File: config.mk
export PLATFORM = sky130hd
export DESIGN_NAME = alu_seq
export DESIGN_NICKNAME = d
export VERILOG_FILES = /design/src/rtl/alu_pkg.sv /design/src/rtl/alu_seq_opmap.sv /design/src/rtl/alu_seq.sv
export SDC_FILE = /design/constraint.sdc
export NUM_CORES = 1
export LEC_CHECK = 0
export CAP_MARGIN = 20
export CORE_MARGIN = 1
export CORE_UTILIZATION = 34
export DETAILED_ROUTE_END_ITERATION = 8
export GPL_ROUTABILITY_DRIVEN = 1
export GPL_TIMING_DRIVEN = 0
export PLACE_DENSITY = 0.73
export RECOVER_POWER = 25
export SETUP_SLACK_MARGIN = 0.15
export SYNTH_ARGS = -nofsm -noshare
export SYNTH_HDL_FRONTEND = slang
export SYNTH_SLANG_ARGS = --single-unit
File: constraint.sdc
create_clock -name clk -period 1.4 [get_ports clk]
set_input_delay 0.21 -clock clk [delete_from_list [all_inputs] [get_ports clk]]
set_output_delay 0.21 -clock clk [all_outputs]
set_load 0.05 [all_outputs]
File: src/rtl/alu_pkg.sv
// Shared definitions for the 8-bit ALU, its multi-byte sequencer and benches.
// ALU_SEQ_SHIFT_EN (sequencer build option) enables multi-byte shift/rotate ops.
package alu_pkg;

    localparam logic [7:0] ALU_OP_NOP = 8'h00;
    localparam logic [7:0] ALU_OP_AND = 8'h01;
    localparam logic [7:0] ALU_OP_OR  = 8'h02;
    localparam logic [7:0] ALU_OP_XOR = 8'h03;
    localparam logic [7:0] ALU_OP_NOT = 8'h04;
    localparam logic [7:0] ALU_OP_ASL = 8'h11;
    localparam logic [7:0] ALU_OP_ROL = 8'h12;
    localparam logic [7:0] ALU_OP_ASR = 8'h13;
    localparam logic [7:0] ALU_OP_ROR = 8'h14;
    localparam logic [7:0] ALU_OP_ADD = 8'h21;
    localparam logic [7:0] ALU_OP_INC = 8'h22;
    localparam logic [7:0] ALU_OP_SUB = 8'h23;
    localparam logic [7:0] ALU_OP_DEC = 8'h24;
    localparam logic [7:0] ALU_OP_CMP = 8'h31;

    typedef enum logic [1:0] {
        ST_IDLE  = 2'd0,
        ST_ISSUE = 2'd1,
        ST_DONE  = 2'd2
    } seq_state_e;

    typedef enum logic [1:0] {
        CIN_REQ  = 2'd0,
        CIN_ZERO = 2'd1,
        CIN_ONE  = 2'd2
    } cin_sel_e;

    // op_first goes to the first byte issued, op_rest to every later byte.
    typedef struct packed {
        logic [7:0] op_first;
        logic [7:0] op_rest;
        logic       b_zero;
        cin_sel_e   cin_sel;
        logic       chain;
        logic       dir;
        logic       keep_a;
        logic       err;
    } opmap_t;

    function automatic logic cin_init(input cin_sel_e sel, input logic req_c);
        logic c;
        unique case (sel)
            CIN_ZERO: c = 1'b0;
            CIN_ONE:  c = 1'b1;
            default:  c = req_c;
        endcase
        return c;
    endfunction

endpackage

File: src/rtl/alu_seq_opmap.sv
// Decodes a multi-byte request opcode into per-byte ALU control.
// Shift/rotate ops decode only when ALU_SEQ_SHIFT_EN is defined.
module alu_seq_opmap
    import alu_pkg::*;
(
    input  logic [7:0] op_i,
    output opmap_t     map_o
);

    always_comb begin
        map_o.op_first = op_i;
        map_o.op_rest  = op_i;
        map_o.b_zero   = 1'b0;
        map_o.cin_sel  = CIN_REQ;
        map_o.chain    = 1'b1;
        map_o.dir      = 1'b0;
        map_o.keep_a   = 1'b0;
        map_o.err      = 1'b0;
        case (op_i)
            ALU_OP_ADD, ALU_OP_SUB: ;
            ALU_OP_INC: begin
                map_o.op_first = ALU_OP_ADD;
                map_o.op_rest  = ALU_OP_ADD;
                map_o.b_zero   = 1'b1;
                map_o.cin_sel  = CIN_ONE;
            end
            ALU_OP_DEC: begin
                map_o.op_first = ALU_OP_SUB;
                map_o.op_rest  = ALU_OP_SUB;
                map_o.b_zero   = 1'b1;
                map_o.cin_sel  = CIN_ZERO;
            end
            ALU_OP_CMP: begin
                map_o.op_first = ALU_OP_SUB;
                map_o.op_rest  = ALU_OP_SUB;
                map_o.cin_sel  = CIN_ONE;
                map_o.keep_a   = 1'b1;
            end
            ALU_OP_AND, ALU_OP_OR, ALU_OP_XOR: begin
                map_o.chain = 1'b0;
            end
`ifdef ALU_SEQ_SHIFT_EN
            ALU_OP_ROL: ;
            ALU_OP_ROR: begin
                map_o.dir = 1'b1;
            end
            ALU_OP_ASL: begin
                map_o.op_first = ALU_OP_ROL;
                map_o.op_rest  = ALU_OP_ROL;
                map_o.cin_sel  = CIN_ZERO;
            end
            // Sign-fill only the top byte; lower bytes rotate its bit 0 down.
            ALU_OP_ASR: begin
                map_o.op_first = ALU_OP_ASR;
                map_o.op_rest  = ALU_OP_ROR;
                map_o.dir      = 1'b1;
            end
`endif
            default: begin
                map_o.op_first = ALU_OP_NOP;
                map_o.op_rest  = ALU_OP_NOP;
                map_o.chain    = 1'b0;
                map_o.err      = 1'b1;
            end
        endcase
    end

endmodule

File: src/rtl/alu_seq.sv
// Multi-byte operation sequencer driving one byte-wide combinational ALU.
// ALU_SEQ_SHIFT_EN enables ROL/ROR/ASL/ASR (decoded in alu_seq_opmap).
module alu_seq
    import alu_pkg::*;
#(
    parameter int NBYTES = 2
) (
    input  logic                  clk,
    input  logic                  rst_n,
    input  logic                  req_valid,
    output logic                  req_ready,
    input  logic [7:0]            req_op,
    input  logic [8*NBYTES-1:0]   req_a,
    input  logic [8*NBYTES-1:0]   req_b,
    input  logic                  req_carry,
    output logic                  rsp_valid,
    input  logic                  rsp_ready,
    output logic [8*NBYTES-1:0]   rsp_y,
    output logic                  rsp_carry,
    output logic                  rsp_zero,
    output logic                  rsp_err,
    output logic [7:0]            alu_a,
    output logic [7:0]            alu_b,
    output logic [7:0]            alu_opcode,
    output logic                  alu_carry_in,
    input  logic [7:0]            alu_y,
    input  logic                  alu_carry_out
);

    localparam int W  = 8 * NBYTES;
    localparam int KW = (NBYTES > 1) ? $clog2(NBYTES) : 1;

    seq_state_e    state_q, state_d;
    logic [KW-1:0] k_q;
    logic [KW-1:0] idx;
    logic [W-1:0]  a_q, b_q, y_q;
    logic          carry_q;
    logic [7:0]    opf_q, opr_q;
    logic          chain_q, dir_q, keepa_q, err_q;
    logic          last;
    logic          done;
    opmap_t        map;

    alu_seq_opmap u_opmap (
        .op_i  (req_op),
        .map_o (map)
    );

    assign last = (k_q == KW'(NBYTES - 1));
    assign done = (state_q == ST_DONE);
    // dir is only ever set by the shift decode, so default builds count up.
    assign idx  = dir_q ? (KW'(NBYTES - 1) - k_q) : k_q;

    always_ff @(posedge clk or negedge rst_n) begin
        if (!rst_n) begin
            state_q <= ST_IDLE;
        end else begin
            state_q <= state_d;
        end
    end

    always_comb begin
        state_d      = state_q;
        req_ready    = 1'b0;
        alu_a        = '0;
        alu_b        = '0;
        alu_opcode   = ALU_OP_NOP;
        alu_carry_in = 1'b0;
        unique case (state_q)
            ST_IDLE: begin
                req_ready = rst_n;
                if (req_valid) begin
                    state_d = map.err ? ST_DONE : ST_ISSUE;
                end
            end
            ST_ISSUE: begin
                alu_a        = a_q[8*int'(idx) +: 8];
                alu_b        = b_q[8*int'(idx) +: 8];
                alu_opcode   = (k_q == '0) ? opf_q : opr_q;
                alu_carry_in = carry_q;
                if (last) begin
                    state_d = ST_DONE;
                end
            end
            ST_DONE: begin
                if (rsp_ready) begin
                    state_d = ST_IDLE;
                end
            end
            default: state_d = ST_IDLE;
        endcase
    end

    always_ff @(posedge clk or negedge rst_n) begin
        if (!rst_n) begin
            k_q     <= '0;
            a_q     <= '0;
            b_q     <= '0;
            y_q     <= '0;
            carry_q <= 1'b0;
            opf_q   <= ALU_OP_NOP;
            opr_q   <= ALU_OP_NOP;
            chain_q <= 1'b0;
            dir_q   <= 1'b0;
            keepa_q <= 1'b0;
            err_q   <= 1'b0;
        end else begin
            unique case (state_q)
                ST_IDLE: begin
                    if (req_valid) begin
                        k_q     <= '0;
                        a_q     <= req_a;
                        b_q     <= map.b_zero ? '0 : req_b;
                        // Error path reports operand A, so preload it.
                        y_q     <= req_a;
                        carry_q <= cin_init(map.cin_sel, req_carry);
                        opf_q   <= map.op_first;
                        opr_q   <= map.op_rest;
                        chain_q <= map.chain;
                        dir_q   <= map.dir;
                        keepa_q <= map.keep_a;
                        err_q   <= map.err;
                    end
                end
                ST_ISSUE: begin
                    y_q[8*int'(idx) +: 8] <= alu_y;
                    if (chain_q) begin
                        carry_q <= alu_carry_out;
                    end
                    k_q <= k_q + 1'b1;
                end
                default: ;
            endcase
        end
    end

    assign rsp_valid = done;
    assign rsp_y     = done ? (keepa_q ? a_q : y_q) : '0;
    assign rsp_carry = done & carry_q;
    assign rsp_zero  = done & (y_q == '0);
    assign rsp_err   = done & err_q;

endmodule
Word level (Yosys, flattened, before mapping) --
Cells that the tools add are included.
Cells by class: div/mod/pow operators 0, magnitude comparators 0, add/sub/neg operators 2, eq/ne operators 16, multipliers 0, muxes and demuxes 29, reductions and logical operators 13, bitwise operators 3, shift operators 4
Operators by type and width (number):
- $mux 16 | 4
- $pmux 16 s3 | 1
- $eq 8x6->1 const B | 5
- $neg 4->33 | 1
- $shift 8x33->16 const A | 1
- $shiftx 8x33->16 | 1
- $mux 8 | 4
- $pmux 16 s2 | 1
- $shiftx 16x5->8 | 2
- $bwmux 16 | 1
- $eq 8x2->1 const B | 2
- $logic_not 16->1 | 1
- $reduce_or 5->1 | 2
- $mux 1 | 9
- $eq 8x1->1 const B | 1
- $mux 2 | 4
- $ne 2x2->1 const B | 4
- $reduce_or 8->1 | 1
- $pmux 1 s2 | 3
- $pmux 2 s3 | 1
- $reduce_and 3->1 | 2
- $reduce_or 2->1 | 3
- $eq 2x1->1 const B | 2
- $eq 2x2->1 const B | 2
- 6 further kinds | 9
Storage, ports and cells: output and inout port bits 46, register bits 71, memories kept 0, bits in latches 0, ROM bits 0, logic and storage cells 78, input bits 54, memory bits (writable) 0

Logic depth before layout (Yosys ltp) --
Gate-level depths: netlist (run 1).
depth in word-level cells 7, gate-level depth with buffers 7, mapped depth without buffers 7

By module --
Synthesis (run 1) repeated with hierarchy kept, for this count alone.
Unflattened totals: cells, all modules 468, area, all modules 4081.4 µm²
By module, submodules not included:
- alu_seq | cells an instance 419, sequential area each 1801.7 µm², instances 1, area an instance 3759.9 µm²
- alu_seq_opmap | cells an instance 49, sequential area each 0.0 µm², instances 1, area an instance 321.6 µm²

Least setup slack after synthesis (run 1) --
No wires, ideal clock.
kind register to output, start register y_q[13], end output rsp_zero, required time 1.190 ns, data arrival time 1.927 ns, cell stages (with the launch flop) 3, buffers on the path 0, path slack -0.737 ns, cells stage by stage dfrtp_1 > or4_1 > nor3_1
On the way: cells in the longest elaborated chain, start to end 2
RTL lines:
- start: declaration | line alu_seq.sv:36 | logic [W-1:0] a_q, b_q, y_q;
- start signal: assignment | line alu_seq.sv:115 | y_q <= req_a;
- start signal: indexed assignment | line alu_seq.sv:126 | y_q[8*int'(idx) +: 8] <= alu_y;
- $logic_not 16->1 | line alu_seq.sv:140 | assign rsp_zero = done & (y_q == '0);
- $and 1x1->1 | line alu_seq.sv:140
- end: declaration | line alu_seq.sv:20 | output logic rsp_zero,
No other way between the ends.

Final worst setup path (run 1) --
start register y_q[11], end output rsp_zero
The elaborated chain is that of the path after synthesis.

==> flow_summary.toml, run 1 <==
[run_status]
status = "finished, violations left"
violations = "design-rule violations, negative setup slack"

[power_and_ir_drop]
power_density_nw_per_um2 = 1160
switching_share_pct = 37.8
power.internal_mw = 4.89
pwr-share-seq_pct = 34.7
ir_drop_mv = 0.644
pwr-share-comb_pct = 41.8
total_power_mw = 7.87
power_frac_clock_pct = 23.5
leakagePower_nw = 2.95
p_switching_mw = 2.97

[sta]
relSlewSlack_pct = 38.8
skew_ns = 0.00970
fin_setup_tns_ns = -36.41
worst_slack_ns = -0.445
hold_viol = 0
rsz0062_at_grt = "yes"
finalCritPeriodShare_pct = 132
slew_violations = 0
worst_pin_slew_ns = 0.918
setup_viol = 109
min_period_ns = 1.85
fmax_mhz = 542

[die]
die_w_um = 98.5
die_area_um2 = 9700
io_pins = 100
coreArea_um2 = 8850
die_h_um = 98.5
initial_core_util_pct = 35.8
rows = 34

[synthesis]
ys_ff_latch = 63
yosys_warnings = 0
synth_simple_gate_area_share_pct = 26.7
synth_top_family_by_area = "simple AND/OR/NAND/NOR gates"
syn_area_per_cell_um2 = 9.39
synth_compound_area_share_pct = 8.30
synth.area.mux_share_pct = 10.8
synthXorXnorAreaFrac_pct = 0.277
synth.cell_area_um2 = 3160
synth_adder_area_share_pct = 0.395
synth_edf_count = 0
synth_flop_cell = "dfrtp_1"
ys_types = 42
ys_seq_area_share_pct = 49.8
synthArstFlopShare_pct = 100
netlist_instances = 337
synth_nets = 392

[setup_path]
arrival_ns = 1.64
worstPathMaxFanout = 3
path_class = "reg2out"
worstSetupStartpointType = "register"
cp.required_ns = 1.19
endpoint_kind = "output port"

[route]
vias = 3536
drt-initial-drc-count = 173
drcViolationCount = 8
routed_wirelength_um = 14800
viasPerCell = 5.53
wl_per_cell_um = 23.1
drt-pass1-iter-count = 6
ant_nets = 0

[placed_design]
place_ws_ns = -0.820
gp_congestion = 0.798
portBuffers = 98
dp_cells = 543
place_hpwl_um = 6560

[min_path]
min_path_type = "in2async"

[layout]
final_cell_count_no_fill = 640
area_growth_pct = 115
post-route-util_pct = 76.8
layout_common_cells = "59 x dfrtp_1, 58 x buf_6, 52 x nand2_1"
n_antenna_cell = 0
n_fill_cell = 521
drive_above_1_share_pct = 58.6
layout_commonest_cell = "dfrtp_1"
nets = 582

[clocking]
tritoncts = "done"
htreeDepth = 3
cts_buffers = 9
cts_max_path_buffers = 2
clk_latency_ns = 0.34
cts.reportedPaths.clkPinSlew_ns = 0.08
cts-root-buf = "clkbuf_8"
cts_sinks = 63

[global_routing]
antenna_found_initial = 0
grt_pass1_vias = 3554
grt_start_max_net_pins = 65
overflow = 0
grt_pass1_wl_um = 19400
track_usage_pct = 26.8

[job]
drv_cap = 0
## timing repair
item                                   CTS  global route
pin swaps                               48            51
endpoints found under the hold margin   63            63
setup buffers                           49            21
cloned                                   8             3
gates resized for setup                485            83
setup endpoints to repair              104           109
## cell families after synthesis
group | count (synthesis)
xor gates and xnor gates | 1
DFF | 63
AOI/OAI and AO/OA | 35
and+or+nand+nor | 183
muxes | 34
adders and majority gates | 1
buffers and inverters | 20
## worst max-delay path, stage by stage, from the launching register on
cell and delay, ns:
dfrtp_1 0.44, or4_4 0.51, nor3_4 0.15, buf_6 0.18
## layout make-up
type | count | area (µm²) | area share, %
well taps | 108 | 135 | 1.99
clock inverters | 5 | 81.3 | 1.20
multi-input cells | 256 | 2480 | 36.5
plain buffers | 18 | 300 | 4.42
repair buffers | 177 | 2060 | 30.3
inverters | 2 | 11.3 | 0.166
clock buffers | 11 | 141 | 2.08
flip-flops and latches | 63 | 1580 | 23.3
## cells in the mapped netlist, types with 2 or more instances
cell type,n,share of area (%)
a21oi_1,5,0.79
nor3_1,2,0.32
a31oi_1,2,0.40
nand3_1,16,2.5
a21boi_0,2,0.47
and2_1,10,2.0
dfrtp_1,63,50
nor4_1,3,0.59
nand4_1,3,0.59
nand2_1,84,10
nand2b_1,5,0.99
buf_6,3,1.1
a22o_1,17,4.7
nand3b_1,2,0.47
mux2i_1,33,10
nor2_1,42,5.0
inv_1,2,0.24
o21ai_1,2,0.32
nor2b_1,7,1.4
buf_2,12,1.9
## final timing paths
kind | startpoint | endpoint | slack (ns) | depth (start not counted)
max | y_q[11]$_DFFE_PN0P_ | rsp_zero | -0.45 | 3
min | rst_n | b_q[6]$_DFFE_PN0P_ | 0.02 | 1
max reg2reg | state_q[0]$_DFFE_PN0P_ | y_q[10]$_DFFE_PN0P_ | -0.39 | 10
min reg2reg | opf_q[7]$_DFFE_PN0P_ | opf_q[7]$_DFFE_PN0P_ | 0.51 | 1
max in group asynchronous | rst_n | state_q[0]$_DFFE_PN0P_ | 0.74 | 1
min in group clk | req_op[5] | chain_q$_DFFE_PN0P_ | 0.32 | 3
## sequential cells by signal, summed over array words and instances, names as in the netlist
| signal | cells |
|---|---|
| keepa_q | 1 |
| k_q | 1 |
| b_q | 16 |
| carry_q | 1 |
| a_q | 16 |
| y_q | 16 |
| chain_q | 1 |
| err_q | 1 |
| state_q | 2 |
| opf_q | 8 |
## routing by layer
metal | up-vias | track usage, % | routed length [µm]
met2 | 182 | 46.3 | 7730
li1 | 1543 | - | -
met5 | - | 0 | 0
met4 | 0 | 10.7 | 640
met1 | 1755 | 33.1 | 5450
met3 | 56 | 5.25 | 942
## per-stage QoR
stage	instance area (µm²)	hold WS, ns
6_report	6800	0.0207
5_1_grt	6800	0.0791
4_1_cts	6180	-0.124
3_5_place_dp	4670	0.363
3_3_place_gp	4670	0.477
2_1_floorplan	3560	-0.0856
## power groups by stage
| stage | registers [mW] | clock network [mW] | logic (mW) |
|---|---|---|---|
| floorplan | 2.43 | 0 | 1.41 |
| global placement | 2.49 | 0 | 1.95 |
| detailed placement | 2.51 | 0 | 1.99 |
| CTS | 2.61 | 1.80 | 2.79 |
| global route | 2.75 | 1.94 | 3.42 |
| finish | 2.73 | 1.85 | 3.29 |
Note: power is estimated with default switching activity, not from simulation.
==> run 2: changes to the inputs <==
--- a/config.mk
+++ b/config.mk
@@ -5,15 +5,15 @@
 export SDC_FILE = /design/constraint.sdc
 export NUM_CORES = 1
 export LEC_CHECK = 0
-export CAP_MARGIN = 20
+export CAP_MARGIN = 25
 export CORE_MARGIN = 1
 export CORE_UTILIZATION = 34
 export DETAILED_ROUTE_END_ITERATION = 8
 export GPL_ROUTABILITY_DRIVEN = 1
-export GPL_TIMING_DRIVEN = 0
 export PLACE_DENSITY = 0.73
 export RECOVER_POWER = 25
 export SETUP_SLACK_MARGIN = 0.15
+export SLEW_MARGIN = 20
 export SYNTH_ARGS = -nofsm -noshare
 export SYNTH_HDL_FRONTEND = slang
 export SYNTH_SLANG_ARGS = --single-unit
==> run 2 against run 1 <==
  * The flow still finishes with violations (design-rule violations, negative setup slack)
  * Worst setup slack worse by 0.051 ns
  * Largest power group unchanged
  * Die area stayed put
  * Via count is 1.8% lower
  * Critical path type unchanged
  * Combinational power is 5% higher
  * Design area is 4.6% higher
  * Sequential share of layout area is 1.0 points lower
  * Register-to-register slack better by 0.13 ns
  * Maximum frequency is 2.7% lower
==> flow_summary.toml, run 2 (synthesis results as in run 1) <==
[global_routing]
grt_start_max_net_pins = 46
antenna_found_initial = 0
track_usage_pct = 24.6
grt_pass1_vias = 3489
overflow = 0
grt_pass1_wl_um = 18100

[clocking]
cts.reportedPaths.clkPinSlew_ns = 0.09
tritoncts = "done"
cts-root-buf = "clkbuf_8"
clk_latency_ns = 0.36
cts_sinks = 63
cts_buffers = 9
htreeDepth = 3
cts_max_path_buffers = 2

[power_and_ir_drop]
total_power_mw = 7.99
leakagePower_nw = 3.01
ir_drop_mv = 0.692
power_density_nw_per_um2 = 1120

[run_status]
violations = "design-rule violations, negative setup slack"
status = "finished, violations left"

[sta]
whs_ns = 0.328
finalCritPeriodShare_pct = 135
fin_setup_tns_ns = -26.30
hold_viol = 0
worst_slack_ns = -0.497
skew_ns = 0.0219
setup_viol = 108
min_period_ns = 1.90
rsz0062_at_grt = "yes"
slew_violations = 0
worst_pin_slew_ns = 1.15
relSlewSlack_pct = 23.5
fmax_mhz = 527

[min_path]
min_path_type = "in2async"

[layout]
n_fill_cell = 473
nets = 584
post-route-util_pct = 80.4
layout_commonest_cell = "dfrtp_1"
reg_top3 = "a_q x16, b_q x16, y_q x16"
drive_above_1_share_pct = 61.8
area_growth_pct = 125
layout_common_cells = "59 x dfrtp_1, 58 x buf_12, 44 x clkdlybuf4s50_1, 44 x buf_4, 43 x nand2_1"
n_antenna_cell = 0

[route]
drcViolationCount = 2
vias = 3471
routed_wirelength_um = 13400
viasPerCell = 5.41
ant_nets = 0
drt-pass1-iter-count = 8
drt-initial-drc-count = 232
wl_per_cell_um = 20.8

[setup_path]
worstSetupStartpointType = "register"
worstPathMaxFanout = 2
arrival_ns = 1.69
cp.required_ns = 1.19
path_class = "reg2out"
endpoint_kind = "output port"

[placed_design]
place_hpwl_um = 7100
gp_congestion = 0.853
portBuffers = 99
place_ws_ns = -0.713

[die]
die_h_um = 98.5
io_pins = 100
die_area_um2 = 9700
rows = 34
initial_core_util_pct = 35.8
coreArea_um2 = 8850
die_w_um = 98.5

[job]
drv_cap = 0
run 2: critical path, stage by stage (launching register included):
cell	delay (ns)
dfrtp_1	0.40
nor4_1	0.32
nand3_1	0.18
nor3_4	0.25
buf_12	0.17
run 2: final timing paths:
| kind | start | end | slack (ns) | depth (start not counted) |
|---|---|---|---|---|
| max | y_q[9]$_DFFE_PN0P_ | rsp_zero | -0.50 | 4 |
| min | rst_n | a_q[9]$_DFFE_PN0P_ | 0.33 | 2 |
| max reg2reg | state_q[1]$_DFFE_PN0P_ | opf_q[0]$_DFFE_PN0P_ | -0.26 | 8 |
| min reg2reg | opf_q[2]$_DFFE_PN0P_ | opf_q[2]$_DFFE_PN0P_ | 0.51 | 1 |
| max in group asynchronous | rst_n | k_q$_DFFE_PN0P_ | 0.28 | 2 |
| min in group clk | req_op[3] | opf_q[1]$_DFFE_PN0P_ | 0.42 | 6 |
run 2: cell type report:
cell class | count | area (µm²) | area share (%)
inverters | 2 | 11.3 | 0.158
multi-input cells | 258 | 2620 | 36.8
clock buffers | 13 | 159 | 2.23
clock inverters | 3 | 65.1 | 0.915
well taps | 108 | 135 | 1.90
flip-flops and latches | 63 | 1580 | 22.2
repair buffers | 195 | 2540 | 35.7
run 2: per-stage QoR:
step,cell area (µm²),instances
2_1_floorplan,3560,337
3_3_place_gp,5410,578
3_5_place_dp,5410,578
4_1_cts,6590,632
5_1_grt,7110,642
6_report,7110,642
run 2: layer usage:
layer / up-vias / global-route usage (%) / wire length, µm
met5: - / 0 / 0
li1: 1538 / - / -
met2: 154 / 45.7 / 7430
met3: 37 / 4.61 / 701
met1: 1742 / 27.6 / 4870
met4: 0 / 10.2 / 369
run 2: power by group:
part	switching [mW]	internal [mW]	leakage (nW)	total (mW)
sequential	0.483	2.20	0.781	2.68
clock	0.746	1.10	0.114	1.85
combinational	1.69	1.77	2.12	3.47
run 2: repair_timing:
| item | CTS | global route |
|---|---|---|
| gates cloned | 8 | 2 |
| resized for setup | 142 | 102 |
| hold buffers | 1 | 0 |
| setup endpoints to repair | 102 | 109 |
| hold endpoints to repair | 18 | 0 |
| pin swaps | 47 | 57 |
| setup buffers | 29 | 8 |
==> run 3: changes to the inputs <==
--- a/config.mk
+++ b/config.mk
@@ -6,14 +6,16 @@
 export NUM_CORES = 1
 export LEC_CHECK = 0
 export CAP_MARGIN = 25
+export CELL_PAD_IN_SITES_DETAIL_PLACEMENT = 0
+export CELL_PAD_IN_SITES_GLOBAL_PLACEMENT = 1
 export CORE_MARGIN = 1
 export CORE_UTILIZATION = 34
 export DETAILED_ROUTE_END_ITERATION = 8
 export GPL_ROUTABILITY_DRIVEN = 1
-export PLACE_DENSITY = 0.73
-export RECOVER_POWER = 25
+export PLACE_DENSITY = 0.87
 export SETUP_SLACK_MARGIN = 0.15
 export SLEW_MARGIN = 20
 export SYNTH_ARGS = -nofsm -noshare
 export SYNTH_HDL_FRONTEND = slang
+export SYNTH_HIERARCHICAL = 1
 export SYNTH_SLANG_ARGS = --single-unit
==> run 3 against run 2 <==
  * The run still ends with design-rule violations, negative setup slack left
  * Combinational power rose by 79%
  * Wire length rose by 27%
  * Cell count rose by 28%
  * Count of clock-buffer cells in the layout rose by 1
  * Clock power rose by 21%
  * Hold slack improved by 0.12 ns
  * Via count rose by 28%
  * Critical path type unchanged
  * Register-to-register slack got worse by 0.25 ns
  * Non-clock buffer count rose by 35
  * Global-route usage rose by 1.2 points
==> flow_summary.toml, run 3 <==
[run_status]
status = "finished, violations left"
violations = "design-rule violations, negative setup slack"

[setup_path]
crit_family = "buffers and inverters"
path_cells = "buf_4 -> xor2_4 -> buf_12 -> nand2_1 -> a21oi_4 -> buf_12"
endpoint_kind = "output port"
crit_path_top_delay_cell = "dfrtp_1"
max_stage_delay_ns = 0.42
cp.required_ns = 1.19
worstSetupStartpointType = "register"
arrival_ns = 1.80
crit_buf_inv = 3
worstPathMaxFanout = 12
path_class = "reg2out"
crit_path_frequent_cell = "buf_12"

[route]
drt-initial-drc-count = 297
routed_wirelength_um = 17000
drcViolationCount = 10
ant_nets = 0
wl_per_cell_um = 20.8
drt-pass1-iter-count = 7
viasPerCell = 5.40
vias = 4432

[synthesis]
ys_seq_area_share_pct = 44.1
yosys_warnings = 6
yosys-top-cells-count = "155 x nand2_1, 72 x dfrtp_1, 29 x nor2_1, 25 x mux2i_1, 21 x nand2b_1"
yosys-top-cells-area = "dfrtp_1 44%, nand2_1 14%, mux2i_1 6.1%, o32a_1 3.7%, o21a_1 3.3%"
synth_edf_count = 0
synth.cell_area_um2 = 4080
ys_types = 44
yosysMostFrequentCell = "nand2_1"
ys_ff_latch = 72
synth_top_area_share_pct = 44.1
syn_area_per_cell_um2 = 8.72
synthArstFlopShare_pct = 100
synth_top_cell_by_area = "dfrtp_1"
netlist_instances = 468
synth_flop_cell = "dfrtp_1"

[placed_design]
gp_congestion = 0.920
portBuffers = 99
postPlaceCellArea_um2 = 6550
place_ws_ns = -0.684
dp_cells = 740
place_hpwl_um = 8390

[sta]
setup_viol = 118
fmax_mhz = 497
slew_violations = 0
worst_slack_ns = -0.613
hold_viol = 0
skew_ns = 0.00615
rsz0062_at_grt = "yes"
finalCritPeriodShare_pct = 144
min_period_ns = 2.01

[layout]
n_antenna_cell = 0
area_growth_pct = 107
final_cell_count_no_fill = 821
reg_top3 = "a_q x16, b_q x16, y_q x16"
n_fill_cell = 695
stdcell_area_um2 = 8460
post-route-util_pct = 73.1
drive_above_1_share_pct = 56.0
nets = 728
layout_commonest_cell = "nand2_1"
layout_common_cells = "72 x nand2_1, 69 x dfrtp_1, 65 x buf_12"

[die]
io_pins = 100
die_h_um = 112
rows = 39
initial_core_util_pct = 35.3
die_w_um = 112
die_area_um2 = 12400
coreArea_um2 = 11600

[min_path]
min_path_type = "in2reg"

[clocking]
cts-root-buf = "clkbuf_16"
cts_sinks = 72
tritoncts = "done"
clk_latency_ns = 0.34
cts.reportedPaths.clkPinSlew_ns = 0.06
htreeDepth = 3
cts_max_path_buffers = 2
cts_buffers = 9

[power_and_ir_drop]
leakagePower_nw = 3.60
total_power_mw = 11.6
ir_drop_mv = 0.595
power_density_nw_per_um2 = 1380

[global_routing]
track_usage_pct = 25.7
grt_pass1_wl_um = 24500
grt_start_max_net_pins = 73
overflow = 0
grt_pass1_vias = 4460
antenna_found_initial = 0

[job]
drv_cap = 0
## run 3: cell count changes after synthesis, moves of 12 or more
cell / change
o21a_1: +17
a22o_1: -17
nand2b_1: +16
o21ai_0: +12
nand3_1: -14
nand2_1: +71
nor2_1: -13
buf_4: +16
o32a_1: +15
## run 3: cells by family (layout without fill, tap and decap cells)
family,Yosys count,after routing,share of synthesized area (%)
AO/OA/AOI/OAI,81,81,15.3
XOR/XNOR,3,3,1.01
adder cells (fa/ha/maj),1,1,0.307
buffers and inverters,53,252,8.52
flip-flops,72,72,44.1
multiplexers,25,25,6.13
other,1,11,0.0919
AND/OR/NAND/NOR,232,233,24.5
## run 3: worst paths after layout
check                                      endpoint               start  cells past startpoint  slack, ns
worst max register to register   y_q[8]$_DFFE_PN0P_     k_q$_DFFE_PN0P_                      9      -0.51
min in group asynchronous       a_q[11]$_DFFE_PN0P_               rst_n                      3       0.53
worst min register to register   b_q[5]$_DFFE_PN0P_  b_q[5]$_DFFE_PN0P_                      2       0.49
max in group asynchronous         dir_q$_DFFE_PN0P_               rst_n                      3       0.53
worst max-delay path                       alu_a[0]     k_q$_DFFE_PN0P_                      6      -0.61
worst min-delay path             b_q[6]$_DFFE_PN0P_            req_b[6]                      3       0.45
## run 3: layout make-up
cell class | count | area (µm²) | area share [%]
Clock buffer | 14 | 274 | 3.24
Clock inverter | 2 | 12.5 | 0.148
Inverter | 6 | 35.0 | 0.414
Multi-Input combinational cell | 354 | 3020 | 35.7
Sequential cell | 72 | 1810 | 21.3
Tap cell | 143 | 179 | 2.12
Timing Repair Buffer | 230 | 3130 | 37.0
## run 3: tightest hold or removal path: cells and delay by family
| family | cells | cell delay [ns] |
|---|---|---|
| compound gates | 1 | 0.06 |
| buf+inv | 1 | 0.39 |
| simple gates | 1 | 0.08 |
## run 3: through the flow
step	setup TNS, ns	hold slack, ns
2_1_floorplan	-7.39	-0.0856
3_3_place_gp	-28.31	0.304
3_5_place_dp	-31.44	0.298
4_1_cts	-38.89	0.435
5_1_grt	-49.63	0.455
6_report	-45.33	0.446
## run 3: power by group
part / leakage [nW] / internal, mW / switching (mW) / total [mW]
Sequential: 0.874 / 2.62 / 0.586 / 3.20
Clock: 0.139 / 1.34 / 0.884 / 2.23
Combinational: 2.59 / 3.13 / 3.09 / 6.22
## run 3: per-layer routing
layer	track usage [%]	share of wire, %	wire length, µm	vias up
li1	-	-	-	1972
met1	32.4	40	6800	2222
met2	44.9	51	8750	189
met3	3.92	5.3	899	49
met4	9.19	3.4	583	0
met5	0	0	0	-
## run 3: what timing repair did
action	in CTS	in global routing
hold buffers	1	0
hold endpoints to repair	72	0
resized for setup	145	100
setup buffers	41	6
pin swaps	46	44
endpoints found under the setup margin	117	118
cloned	16	1
